--- src/rtl/picorv32_mem_ctrl_if.sv ---
// picorv32_mem_ctrl_if - PicoRV32 native memory port (valid/ready handshake).
//   master : the core side, drives the request and samples the response.
//   slave  : the controller side, samples the request and drives the response.
//   cpu_mem_valid/instr/addr/wdata/wstrb : request (wstrb==0 means read)
//   cpu_mem_ready/rdata                  : one-cycle completion pulse and read data
interface picorv32_mem_ctrl_if;
   logic        cpu_mem_valid;
   logic        cpu_mem_instr;
   logic [31:0] cpu_mem_addr;
   logic [31:0] cpu_mem_wdata;
   logic [3:0]  cpu_mem_wstrb;
   logic        cpu_mem_ready;
   logic [31:0] cpu_mem_rdata;

   modport master (output cpu_mem_valid, cpu_mem_instr, cpu_mem_addr, cpu_mem_wdata,
                          cpu_mem_wstrb,
                   input  cpu_mem_ready, cpu_mem_rdata);
   modport slave  (input  cpu_mem_valid, cpu_mem_instr, cpu_mem_addr, cpu_mem_wdata,
                          cpu_mem_wstrb,
                   output cpu_mem_ready, cpu_mem_rdata);
endinterface

--- src/rtl/picorv32_mem_ctrl.sv ---
// picorv32_mem_ctrl - bus controller between the PicoRV32 memory port and a
// single-cycle-latency BRAM, plus a small MMIO window for the NoC link.
//   clk, rst        : clock, synchronous active-high reset
//   cpu             : core memory port (slave side)
//   mem_addr/wdata/wstrb, mem_rdata : BRAM port (rdata one clk after address)
//   link_tx_*       : TX FIFO head towards the link (valid/ready)
//   link_rx_*       : incoming link word into the RX holding register
//   bus_err         : one-cycle pulse with the ready of an unmapped access
// Memory accesses answer two cycles after valid, MMIO/unmapped after one.
module picorv32_mem_ctrl #(
   parameter logic [31:0] MEM_TOP   = 32'h0001_0000,
   parameter logic [31:0] MMIO_BASE = 32'h8000_0000,
   parameter int          TX_DEPTH  = 4
) (
   input  logic                clk,
   input  logic                rst,
   picorv32_mem_ctrl_if.slave  cpu,
   output logic [31:0]         mem_addr,
   output logic [31:0]         mem_wdata,
   output logic [3:0]          mem_wstrb,
   input  logic [31:0]         mem_rdata,
   output logic [31:0]         link_tx_data,
   output logic                link_tx_valid,
   input  logic                link_tx_ready,
   input  logic [31:0]         link_rx_data,
   input  logic                link_rx_valid,
   output logic                link_rx_ready,
   output logic                bus_err
);
   localparam int AW = $clog2(TX_DEPTH);

   typedef enum logic [1:0] {IDLE, MWAIT, RESP} state_t;
   state_t state, state_nxt;

   logic [31:0] rdata_q, maddr_q, mwdata_q, mmio_rd, status;
   logic        err_q;
   logic        is_mem, is_mmio, is_rd, idle_req, go_mem, go_resp;
   logic        tx_push, tx_pop, tx_full, tx_empty, rx_pop, rx_valid;
   logic [1:0]  off;
   logic [AW:0] wr_ptr, rd_ptr, tx_occ;
   logic [31:0] tx_mem [TX_DEPTH];
   logic [31:0] rx_data;

   // the fetch flag carries no meaning for this controller
   logic unused_instr;
   assign unused_instr = cpu.cpu_mem_instr;

   // ---------------- decode and request qualification ----------------
   always_comb begin
      is_mem   = cpu.cpu_mem_addr < MEM_TOP;
      is_mmio  = cpu.cpu_mem_addr[31:4] == MMIO_BASE[31:4];
      off      = cpu.cpu_mem_addr[3:2];
      is_rd    = cpu.cpu_mem_wstrb == 4'h0;
      // rst gates the request so outputs sit at reset values while it is held
      idle_req = (state == IDLE) && cpu.cpu_mem_valid && !rst;
      go_mem   = idle_req && is_mem;
      tx_push  = idle_req && is_mmio && off == 2'd0 && !is_rd && !tx_full;
      // a TX write into a full FIFO stays in IDLE and retries every cycle
      go_resp  = idle_req && !is_mem &&
                 !(is_mmio && off == 2'd0 && !is_rd && tx_full);
      rx_pop   = idle_req && is_mmio && off == 2'd1 && is_rd && rx_valid;
   end

   // ---------------- FSM: state register ----------------
   always_ff @(posedge clk) begin
      if (rst) state <= IDLE;
      else     state <= state_nxt;
   end

   // ---------------- FSM: next state ----------------
   always_comb begin
      state_nxt = state;
      case (state)
         IDLE:    if (go_mem) state_nxt = MWAIT;
                  else if (go_resp) state_nxt = RESP;
         MWAIT:   state_nxt = RESP;
         RESP:    state_nxt = IDLE;
         default: state_nxt = IDLE;
      endcase
   end

   // ---------------- FSM: outputs ----------------
   always_comb begin
      cpu.cpu_mem_ready = state == RESP;
      cpu.cpu_mem_rdata = (state == RESP) ? rdata_q : 32'h0;
      bus_err           = (state == RESP) && err_q;
      // BRAM sees the request address in the same cycle, then a held copy
      mem_addr          = go_mem ? cpu.cpu_mem_addr  : maddr_q;
      mem_wdata         = go_mem ? cpu.cpu_mem_wdata : mwdata_q;
      mem_wstrb         = go_mem ? cpu.cpu_mem_wstrb : 4'h0;
   end

   // ---------------- MMIO read mux ----------------
   always_comb begin
      status            = '0;
      status[0]         = tx_full;
      status[1]         = tx_empty;
      status[2]         = rx_valid;
      status[3 +: AW+1] = tx_occ;
      mmio_rd           = '0;
      if (is_mmio) begin
         case (off)
            2'd1:    if (is_rd && rx_valid) mmio_rd = rx_data;
            2'd2:    mmio_rd = status;
            default: mmio_rd = '0;
         endcase
      end
   end

   // ---------------- response / held BRAM request ----------------
   always_ff @(posedge clk) begin
      if (rst) begin
         rdata_q  <= '0;
         err_q    <= 1'b0;
         maddr_q  <= '0;
         mwdata_q <= '0;
      end else begin
         if (go_mem) begin
            maddr_q  <= cpu.cpu_mem_addr;
            mwdata_q <= cpu.cpu_mem_wdata;
            err_q    <= 1'b0;
         end
         if (state == MWAIT) rdata_q <= mem_rdata;
         if (go_resp) begin
            rdata_q <= mmio_rd;          // zero for unmapped
            err_q   <= !is_mmio;
         end
      end
   end

   // ---------------- TX FIFO ----------------
   // pointers carry one extra wrap bit so full and empty differ
   always_comb begin
      tx_occ        = wr_ptr - rd_ptr;
      tx_full       = tx_occ == (AW+1)'(TX_DEPTH);
      tx_empty      = tx_occ == '0;
      link_tx_valid = !tx_empty;
      link_tx_data  = tx_mem[rd_ptr[AW-1:0]];
      tx_pop        = !tx_empty && link_tx_ready;
   end

   always_ff @(posedge clk) begin
      if (rst) begin
         wr_ptr <= '0;
         rd_ptr <= '0;
      end else begin
         if (tx_push) wr_ptr <= wr_ptr + 1'b1;
         if (tx_pop)  rd_ptr <= rd_ptr + 1'b1;
      end
   end

   always_ff @(posedge clk) begin
      if (tx_push) tx_mem[wr_ptr[AW-1:0]] <= cpu.cpu_mem_wdata;
   end

   // ---------------- RX holding register ----------------
   // pop and load never coincide: a load needs the register empty
   assign link_rx_ready = !rx_valid;

   always_ff @(posedge clk) begin
      if (rst) begin
         rx_valid <= 1'b0;
         rx_data  <= '0;
      end else if (rx_pop) begin
         rx_valid <= 1'b0;
      end else if (link_rx_valid && !rx_valid) begin
         rx_valid <= 1'b1;
         rx_data  <= link_rx_data;
      end
   end
endmodule

--- src/flat_wrapper.sv ---
// flat-port wrapper written by rule: the top's interface ports become plain ports
module picorv32_mem_ctrl_flat 
#(
   parameter logic [31:0] MEM_TOP   = 32'h0001_0000,
   parameter logic [31:0] MMIO_BASE = 32'h8000_0000,
   parameter int          TX_DEPTH  = 4
)
  (clk, rst, mem_addr, mem_wdata, mem_wstrb, mem_rdata, link_tx_data, link_tx_valid, link_tx_ready, link_rx_data, link_rx_valid, link_rx_ready, bus_err, cpu_cpu_mem_valid, cpu_cpu_mem_instr, cpu_cpu_mem_addr, cpu_cpu_mem_wdata, cpu_cpu_mem_wstrb, cpu_cpu_mem_ready, cpu_cpu_mem_rdata);
  picorv32_mem_ctrl_if cpu_i ();
  input  logic clk;
  input  logic rst;
  output logic [31:0] mem_addr;
  output logic [31:0] mem_wdata;
  output logic [3:0] mem_wstrb;
  input  logic [31:0] mem_rdata;
  output logic [31:0] link_tx_data;
  output logic link_tx_valid;
  input  logic link_tx_ready;
  input  logic [31:0] link_rx_data;
  input  logic link_rx_valid;
  output logic link_rx_ready;
  output logic bus_err;
  input wire logic [$bits(cpu_i.cpu_mem_valid)-1:0] cpu_cpu_mem_valid;
  input wire logic [$bits(cpu_i.cpu_mem_instr)-1:0] cpu_cpu_mem_instr;
  input wire logic [$bits(cpu_i.cpu_mem_addr)-1:0] cpu_cpu_mem_addr;
  input wire logic [$bits(cpu_i.cpu_mem_wdata)-1:0] cpu_cpu_mem_wdata;
  input wire logic [$bits(cpu_i.cpu_mem_wstrb)-1:0] cpu_cpu_mem_wstrb;
  output wire logic [$bits(cpu_i.cpu_mem_ready)-1:0] cpu_cpu_mem_ready;
  output wire logic [$bits(cpu_i.cpu_mem_rdata)-1:0] cpu_cpu_mem_rdata;
  assign cpu_i.cpu_mem_valid = cpu_cpu_mem_valid;
  assign cpu_i.cpu_mem_instr = cpu_cpu_mem_instr;
  assign cpu_i.cpu_mem_addr = cpu_cpu_mem_addr;
  assign cpu_i.cpu_mem_wdata = cpu_cpu_mem_wdata;
  assign cpu_i.cpu_mem_wstrb = cpu_cpu_mem_wstrb;
  assign cpu_cpu_mem_ready = cpu_i.cpu_mem_ready;
  assign cpu_cpu_mem_rdata = cpu_i.cpu_mem_rdata;
  picorv32_mem_ctrl #(.MEM_TOP(MEM_TOP), .MMIO_BASE(MMIO_BASE), .TX_DEPTH(TX_DEPTH)) u_core (.clk(clk), .rst(rst), .cpu(cpu_i), .mem_addr(mem_addr), .mem_wdata(mem_wdata), .mem_wstrb(mem_wstrb), .mem_rdata(mem_rdata), .link_tx_data(link_tx_data), .link_tx_valid(link_tx_valid), .link_tx_ready(link_tx_ready), .link_rx_data(link_rx_data), .link_rx_valid(link_rx_valid), .link_rx_ready(link_rx_ready), .bus_err(bus_err));
endmodule
--- config.mk ---
export PLATFORM = sky130hd
export DESIGN_NAME = picorv32_mem_ctrl_flat
export DESIGN_NICKNAME = d
export VERILOG_FILES = /design/src/rtl/picorv32_mem_ctrl_if.sv /design/src/rtl/picorv32_mem_ctrl.sv /design/src/flat_wrapper.sv
export SDC_FILE = /design/constraint.sdc
export NUM_CORES = 1
export LEC_CHECK = 0
export CORE_UTILIZATION = 55
export CTS_BUF_LIST = sky130_fd_sc_hd__clkbuf_8
export DETAILED_ROUTE_END_ITERATION = 12
export PLACE_DENSITY = 0.88
export SLEW_MARGIN = 5
export SYNTH_ARGS = -nofsm -noshare
export SYNTH_HDL_FRONTEND = slang
export SYNTH_SLANG_ARGS = --single-unit
--- constraint.sdc ---
create_clock -name clk -period 6.6 [get_ports clk]
set_input_delay 1.65 -clock clk [delete_from_list [all_inputs] [get_ports clk]]
set_output_delay 1.65 -clock clk [all_outputs]
set_load 0.005 [all_outputs]
Word level (Yosys, flattened, before mapping)
Memories as Yosys holds them, arrays and structs flattened. A register that Yosys moved wholly into a read port is not among the register bits.
Index checks and enable logic that the tools add are counted.
- bits in registers: 138
- bits in latches: 0
- bits in writable memories: 128
- ROM bits: 0
- input bits: 138
- output and inout port bits: 136
- logic and storage cells: 75
- memories kept: 1
- add/sub/neg operators: 3
- multiply operators: 0
- divide/modulo/power cells: 0
- order comparisons: 1
- eq/ne operators: 7
- shift-type cells: 0
- muxes and demuxes: 18
- bitwise logic cells: 1
- reductions and logical operators: 35
- memory list (name ; words ; width ; rd ports ; clocked after memory_dff ; wr ports ; RTL line ; RTL):
    u_core.tx_mem ; 4 ; 32 ; 1 ; 1 ; 1 ; picorv32_mem_ctrl.sv:41 ; logic [31:0] tx_mem [TX_DEPTH];
- operators with widths (kind ; count):
    $mux W32 ; 7
    $pmux W32 S2 ; 1
    $lt A32 B17 Y1 const B ; 1
    $eq A28 B28 Y1 const B ; 1
    $logic_and A1 B1 Y1 ; 19
    $logic_not A1 Y1 ; 8
    $mux W2 ; 4
    $add A3 B1 Y3 const B ; 2
    $eq A2 B1 Y1 const B ; 2
    $eq A2 B2 Y1 const B ; 2
    $logic_not A2 Y1 ; 2
    $logic_not A4 Y1 ; 1
    $mux W1 ; 4
    $mux W4 ; 1
    $pmux W2 S2 ; 1
    $reduce_bool A2 Y1 ; 2
    $eq A3 B3 Y1 const B ; 1
    $logic_not A3 Y1 ; 1
    $ne A3 B1 Y1 const B ; 1
    $sub A3 B3 Y3 ; 1
    $reduce_and A2 Y1 ; 1
    $reduce_or A2 Y1 ; 1
    $not A1 Y1 ; 1

Logic depth before layout (Yosys ltp)
Gate-level depths: netlist of run 1.
- word-level depth: 9
- depth in mapped cells: 11
- depth with buffers taken out: 9

Worst setup path after synthesis of run 1
Ideal clock, no wire load.
- path type: in2out
- from: input port cpu_cpu_mem_addr[29]
- to: output port mem_addr[0]
- arrival: 3.186 ns
- data required time: 4.950 ns
- setup slack: 1.764 ns
- stages on the path: 7
- path buffers: 2
- cell sequence: nor4_2 > nand4_2 > or3_1 > buf_6 > inv_12 > buf_12 > mux2_4
- longest elaborated chain between the ends: 3
- ends and longest elaborated chain (item ; RTL line ; RTL):
    start: declaration ; flat_wrapper.sv:25 ; input wire logic [$bits(cpu_i.cpu_mem_addr)-1:0] cpu_cpu_mem_addr;
    $lt A32 B17 Y1 ; picorv32_mem_ctrl.sv:50 ; is_mem = cpu.cpu_mem_addr < MEM_TOP;
    $logic_and A1 B1 Y1 ; picorv32_mem_ctrl.sv:56 ; go_mem = idle_req && is_mem;
    $mux W32 ; picorv32_mem_ctrl.sv:88 ; mem_addr = go_mem ? cpu.cpu_mem_addr : maddr_q;
    end: declaration ; flat_wrapper.sv:12 ; output logic [31:0] mem_addr;
Every way passes these cells.

Worst setup path in the final report of run 1
- from: input port cpu_cpu_mem_addr[29]
- to: output port mem_wdata[31]
- longest elaborated chain between the ends: 3
- ends and longest elaborated chain (item ; RTL line ; RTL):
    $lt A32 B17 Y1 ; picorv32_mem_ctrl.sv:50 ;
    $logic_and A1 B1 Y1 ; picorv32_mem_ctrl.sv:56 ;
    $mux W32 ; picorv32_mem_ctrl.sv:89 ; mem_wdata = go_mem ? cpu.cpu_mem_wdata : mwdata_q;
    end: declaration ; flat_wrapper.sv:13 ; output logic [31:0] mem_wdata;
Every way passes these cells.

==> results of run 1 <==
## sequential cells by signal, summed over array words and instances (netlist names), named ones only
signal and flops:
u_core.rx_data 32, u_core.rx_valid 1, u_core.rdata_q 32, u_core.maddr_q 32, u_core.err_q 1, u_core.rd_ptr 3, u_core.mwdata_q 32, u_core.wr_ptr 3
u_core.tx_mem 128, u_core.state 2
## per-layer routing
layer	global-route usage, %	vias up
met2	42.9	380
met5	0	-
met3	9.34	62
met4	11.5	0
met1	29.3	3721
li1	-	3684
## power by group
part	switching (W)	internal, W	total (W)
sequential	0.00000659	0.00175	0.00176
clock	0.000656	0.000811	0.00147
combinational	0.0000718	0.0000895	0.000161
## per-stage QoR
| stage | hold WS, ns | util, % |
|---|---|---|
| final | 0.448 | 75.5 |
| after floorplan | 0.421 | - |
| after global routing | 0.467 | 75.5 |
| after global placement | 0.434 | 70.9 |
| after detailed placement | 0.437 | 70.9 |
| after CTS | 0.447 | 75.5 |
## layout by cell type (no fill, tap or decap), types with 45 or more instances in the layout
| cell | netlist | routed |
|---|---|---|
| a21oi_1 | 66 | 66 |
| and2_1 | 73 | 69 |
| and2b_1 | 45 | 45 |
| clkbuf_8 | 0 | 49 |
| clkdlybuf4s50_1 | 0 | 271 |
| dfxtp_1 | 140 | 138 |
| edfxtp_1 | 128 | 128 |
| mux2_4 | 45 | 45 |
| nand2_1 | 157 | 157 |
| o21ai_0 | 59 | 58 |
## cell type report
type                    instances  share of cell area [%]
multi-input cells             559                    27.8
flip-flops and latches        268                    44.8
clock buffers                  49                    4.54
clock inverters                31                    1.57
inverters                      10                   0.337
well taps                     265                    2.23
diodes                          2                  0.0337
repair buffers                279                    18.7
## critical path, cell delays in order
cell and delay [ns]:
clkdlybuf4s50_1 0.42, nor4_2 0.43, nand4_2 0.32, or3_1 0.56, inv_12 0.31, mux2_2 0.41, clkdlybuf4s50_1 0.45
## cell families (layout without fill, tap and decap cells)
| family | Yosys count | in the layout | synth area share [%] |
|---|---|---|---|
| and+or+nand+nor | 324 | 324 | 15.6 |
| DFF | 268 | 268 | 59.6 |
| AOI/OAI and AO/OA | 139 | 139 | 6.65 |
| muxes | 82 | 82 | 13.0 |
| buffers and inverters | 71 | 369 | 3.54 |
| adders and majority gates | 10 | 10 | 1.19 |
| xor gates and xnor gates | 4 | 4 | 0.437 |
| other | 0 | 2 | 0 |
## worst min path at each step
stage | start | endpoint | slack [ns]
finish | u_core.rx_data[17]$_SDFFE_PP0P_ | u_core.rdata_q[17]$_SDFFE_PP0P_ | 0.45
global route | u_core.rx_data[6]$_SDFFE_PP0P_ | u_core.rdata_q[6]$_SDFFE_PP0P_ | 0.47
CTS | u_core.rx_data[17]$_SDFFE_PP0P_ | u_core.rdata_q[17]$_SDFFE_PP0P_ | 0.45
detailed placement | u_core.maddr_q[29]$_SDFF_PP0_ | u_core.maddr_q[29]$_SDFF_PP0_ | 0.44
global placement | u_core.maddr_q[23]$_SDFF_PP0_ | u_core.maddr_q[23]$_SDFF_PP0_ | 0.43
floorplan | u_core.maddr_q[16]$_SDFF_PP0_ | u_core.maddr_q[16]$_SDFF_PP0_ | 0.42
==> summary.txt, run 1 <==
Outcome
  – Status: completed

Clock tree
  – Post-CTS Hold Buffers: 0
  – Clock transition at path regs: 0.06 ns
  – Clock sink total: roughly 270
  – CTS root buf: clkbuf_8
  – Setup bufs post-CTS: 0
  – Total CTS buffers: between 40 and 50
  – Post-cts sizing count: 0
  – Htree depth: 2
  – Buffer levels on the longest clock path: 3
  – Clk_lat worst skew: between 0.5 and 0.6 ns
  – CTS tree: built

STA
  – Worst-Margin Slew: roughly 1.2 ns
  – Crit share post-route: approximately 95%
  – Hold Vio Cnt, Final: 0
  – Setup violations, final: 0
  – Min Tclk post-route: roughly 6.3 ns
  – Max Freq: 159 MHz
  – Slew HR: 18.7%
  – Setup TNS: 0 ns
  – Clock skew: ~0.027 ns
  – Final max-slew violation count: 0
  – Setup ws final: roughly 0.33 ns
  – RSZ-0062 raised after global routing: false

Place
  – RePlAce Congestion: 0.805
  – Placement Setup Slack: 0.290 ns
  – Dpl cells: approximately 1400
  – Detailed Place HPWL: 17300 µm
  – # port buffers: 272
  – Placed cell area: 13900 µm²

Layout
  – Layout Cells excl Fill: about 1500
  – Register Area: between 6000 and 7000 µm²
  – Area growth, synth to finish: 33.1%
  – Layout cells sized above 1: around 14%
  – Fin nets: between 1000 and 1500
  – Multi-input gate area: 4130 µm²
  – # fillers: 1276
  – Final instance area: 14800 µm²

Pwr
  – Maximum vdd drop: around 160 µV
  – Power Total: roughly 0.0034 W
  – Pleak: around 5.3 nW
  – Power Dens Cells: roughly 230 nW/µm²

Die
  – Die Y: between 100 and 150 µm
  – Ports: around 270
  – Core footprint: around 20000 µm²
  – Initial Util: roughly 57%
  – Die Footprint: ~21000 µm²
  – Die X-Extent: about 140 µm
  – Rows: 51

Job
  – Max-cap viol count: 0

Worst setup path
  – R2r startpoint: u_core.wr_ptr[0]$_SDFFE_PP0N_
  – CP startpoint kind: input port
  – CP endpoint kind: output pin
  – R2R setup slack: around 3.1 ns
  – CP required: roughly 5.0 ns
  – Worst reg2reg path endpoint: u_core.rdata_q[16]$_SDFFE_PP0P_
  – CP Launch Point: cpu_cpu_mem_addr[29]
  – CP arrival: around 4.6 ns
  – CP Class: in -> out
  – R2R depth: 9
  – Critical path peak fanout: 53
  – CP endpoint: mem_wdata[31]

Routing
  – Final WL: between 20000 and 30000 µm
  – Pre-antenna DRT Iters: 5
  – Via count: roughly 7800
  – M1 wire length: roughly 10000 µm
  – Detail Route met3 WL: 2770 µm
  – Antenna viol nets, final: 0
  – Routed WL per cell: about 18 µm
  – Drt drc: 0
  – DR top layer: met4
  – DRT iter0 DRCs: around 490
  – Met2 wire length: approximately 13000 µm
  – DR vias/cell: approximately 5.4

Logic synthesis
  – Synth cell types: between 50 and 60
  – Most used DFF post-synth: dfxtp_1
  – Synth warn: 0
  – Synthesized cell area: 11200 µm²
  – Mapped Cells: about 900
  – Post-Syn Area per Cell: approximately 12 µm²
  – Ys async rst share: 0%
  – Top cell type's share of synthesized area: between 30% and 40%
  – Sequential fraction of the synthesis area: approximately 60%
  – Most common cell in the netlist: nand2_1
  – Top cells by area, synth: edfxtp_1, dfxtp_1, mux4_2
  – Top cells by count, synth: nand2_1, dfxtp_1, edfxtp_1
  – FF+latch count, synth: between 200 and 300
  – Post-synth EDFFs: about 130
  – Syn nets: around 1000
  – Synth area leader: edfxtp_1

Global routing
  – GRT Total Usage: 25.6%
  – Vias in the first global route: 7796
  – Number of antenna violations at the first check in global routing: 2
  – Largest net degree at the start of global routing: 80
  – First-pass GRT wire length: about 40000 µm
  – Grt total ovfl: 0

Hold path
  – Worst hold path depth: 2
  – Hold Crit Class: reg -> reg
Note: power is estimated with default switching activity, not from simulation.
==> run 2: changes to the inputs <==
--- a/config.mk
+++ b/config.mk
@@ -8,7 +8,7 @@
 export CORE_UTILIZATION = 55
 export CTS_BUF_LIST = sky130_fd_sc_hd__clkbuf_8
 export DETAILED_ROUTE_END_ITERATION = 12
-export PLACE_DENSITY = 0.88
+export PLACE_DENSITY_LB_ADDON = 0.1
 export SLEW_MARGIN = 5
 export SYNTH_ARGS = -nofsm -noshare
 export SYNTH_HDL_FRONTEND = slang
==> run 2 against run 1 <==
Compared with the run above:
- sequential share of layout area is essentially flat
- count of clock-buffer cells in the layout grew 3
- clock skew shrank 0.0073 ns
- clock power shrank 3%
- largest power group unchanged
==> summary.txt, run 2 (synthesized netlist as in run 1, its figures left out) <==
Outcome
  – Status: completed

Clock tree
  – Htree depth: 2
  – Clk_lat worst skew: roughly 0.54 ns
  – Post-CTS Hold Buffers: 0
  – CTS root buf: clkbuf_8
  – Setup bufs post-CTS: 0
  – Clock sink total: roughly 270
  – CTS tree: built
  – Post-cts sizing count: 0
  – Total CTS buffers: 44
  – Clock transition at path regs: around 0.06 ns
  – Buffer levels on the longest clock path: 3

Worst setup path
  – Worst path cell trace: clkdlybuf4s50_1 -> nor4_2 -> nand4_2 -> or3_1 -> inv_12 -> mux2_2 -> clkdlybuf4s50_1
  – Slowest-stage cell, CP: or3_1
  – CP endpoint kind: output pin
  – Top delay family on crit path: buffers and inverters
  – Slowest Stage Delay on Critical Path: about 0.55 ns
  – CP required: ~5.0 ns
  – Critical path buffers and inverters: 3
  – Worst path most repeated cell: clkdlybuf4s50_1
  – CP arrival: ~4.5 ns
  – Critical path peak fanout: 53
  – CP Class: in -> out
  – CP startpoint kind: input port

Global routing
  – Vias in the first global route: between 7000 and 8000
  – Grt total ovfl: 0
  – GRT Total Usage: 25.4%
  – Number of antenna violations at the first check in global routing: 1
  – Largest net degree at the start of global routing: 70
  – First-pass GRT wire length: 40100 µm

Routing
  – DRT iter0 DRCs: 496
  – Pre-antenna DRT Iters: 4
  – Via count: slightly below 8000
  – Final WL: 26200 µm
  – Drt drc: 0
  – Routed WL per cell: 17.9 µm
  – Antenna viol nets, final: 0
  – DR vias/cell: between 5 and 6

Job
  – Max-cap viol count: 0

STA
  – Setup violations, final: 0
  – Setup ws final: approximately 0.50 ns
  – Final max-slew violation count: 0
  – Slew HR: 40.8%
  – Setup TNS: 0 ns
  – Hold Vio Cnt, Final: 0
  – Max Freq: 164 MHz
  – RSZ-0062 raised after global routing: false
  – Worst-Margin Slew: ~0.89 ns
  – Min Tclk post-route: slightly above 6 ns
  – Clock skew: ~0.02 ns
  – Crit share post-route: just over 90%

Die
  – Die X-Extent: around 140 µm
  – Die Footprint: about 21000 µm²
  – Core footprint: 19700 µm²
  – Ports: around 270
  – Die Y: around 140 µm
  – Rows: 51
  – Initial Util: a little under three fifths

Layout
  – Most frequent cells in the layout: clkdlybuf4s50_1, nand2_1, dfxtp_1
  – Fin nets: ~1300
  – Layout cells sized above 1: approximately 14%
  – Most common cell after layout, fill and taps aside: clkdlybuf4s50_1
  – Area growth, synth to finish: 33.1%
  – Number of flip-flops in the largest register: approximately 130
  – Layout Cells excl Fill: 1467

Hold path
  – Hold Crit Class: reg -> reg

Place
  – # port buffers: 272
  – RePlAce Congestion: ~0.83
  – Placement Setup Slack: about 0.49 ns
  – Detailed Place HPWL: approximately 17000 µm
  – Dpl cells: roughly 1400

Pwr
  – Power Dens Cells: 226 nW/µm²
  – Maximum vdd drop: around 250 µV
  – Pleak: around 5.3 nW
==> run 2: report_power, final <==
part	leakage, nW	internal [W]	total [W]	switching, W
combinational	2.54	0.0000909	0.000163	0.0000722
sequential	2.28	0.00175	0.00176	0.00000717
clock	0.511	0.000795	0.00143	0.000634
==> run 2: final timing paths <==
path / start / end / slack [ns] / depth (start not counted)
worst max-delay path: cpu_cpu_mem_addr[29] / mem_wdata[0] / 0.50 / 7
worst max register to register: u_core.wr_ptr[0]$_SDFFE_PP0N_ / u_core.tx_mem[0][4]$_DFFE_PP_ / 3.48 / 8
worst min register to register: u_core.rx_data[6]$_SDFFE_PP0P_ / u_core.rdata_q[6]$_SDFFE_PP0P_ / 0.45 / 2
worst min-delay path: u_core.rx_data[6]$_SDFFE_PP0P_ / u_core.rdata_q[6]$_SDFFE_PP0P_ / 0.45 / 2
==> run 2: final cells by class <==
cell class              instances  area [µm²]
multi-input cells             559        4130
repair buffers                283        2800
diodes                          1        2.50
well taps                     265         332
inverters                      10        50.0
clock inverters                29         170
flip-flops and latches        268        6650
fillers                      1376        4810
clock buffers                  52         716
==> run 2: metrics by stage <==
stage	hold slack [ns]	area, µm²	power [W]	utilization [%]
floorplan	0.421	11200	0.00184	-
global placement	0.434	14000	0.00195	71.0
detailed placement	0.435	14000	0.00196	71.0
CTS	0.452	14800	0.00338	75.5
global route	0.466	14800	0.00346	75.5
finish	0.449	14800	0.00335	75.5
==> run 2: worst min-delay path: stages, from the launching register on <==
cell,delay [ns]
dfxtp_1,0.30
nand2_1,0.05
o21ai_0,0.06
==> run 2: metal layers <==
layer / wire [µm] / vias to the layer above / GRT usage, % / share of wire (%)
li1: - / 3682 / - / -
met1: 10200 / 3722 / 29.6 / 39
met2: 13200 / 268 / 43.5 / 50
met3: 2180 / 44 / 7.88 / 8.3
met4: 640 / 0 / 10.0 / 2.4
met5: 0 / - / 0 / 0
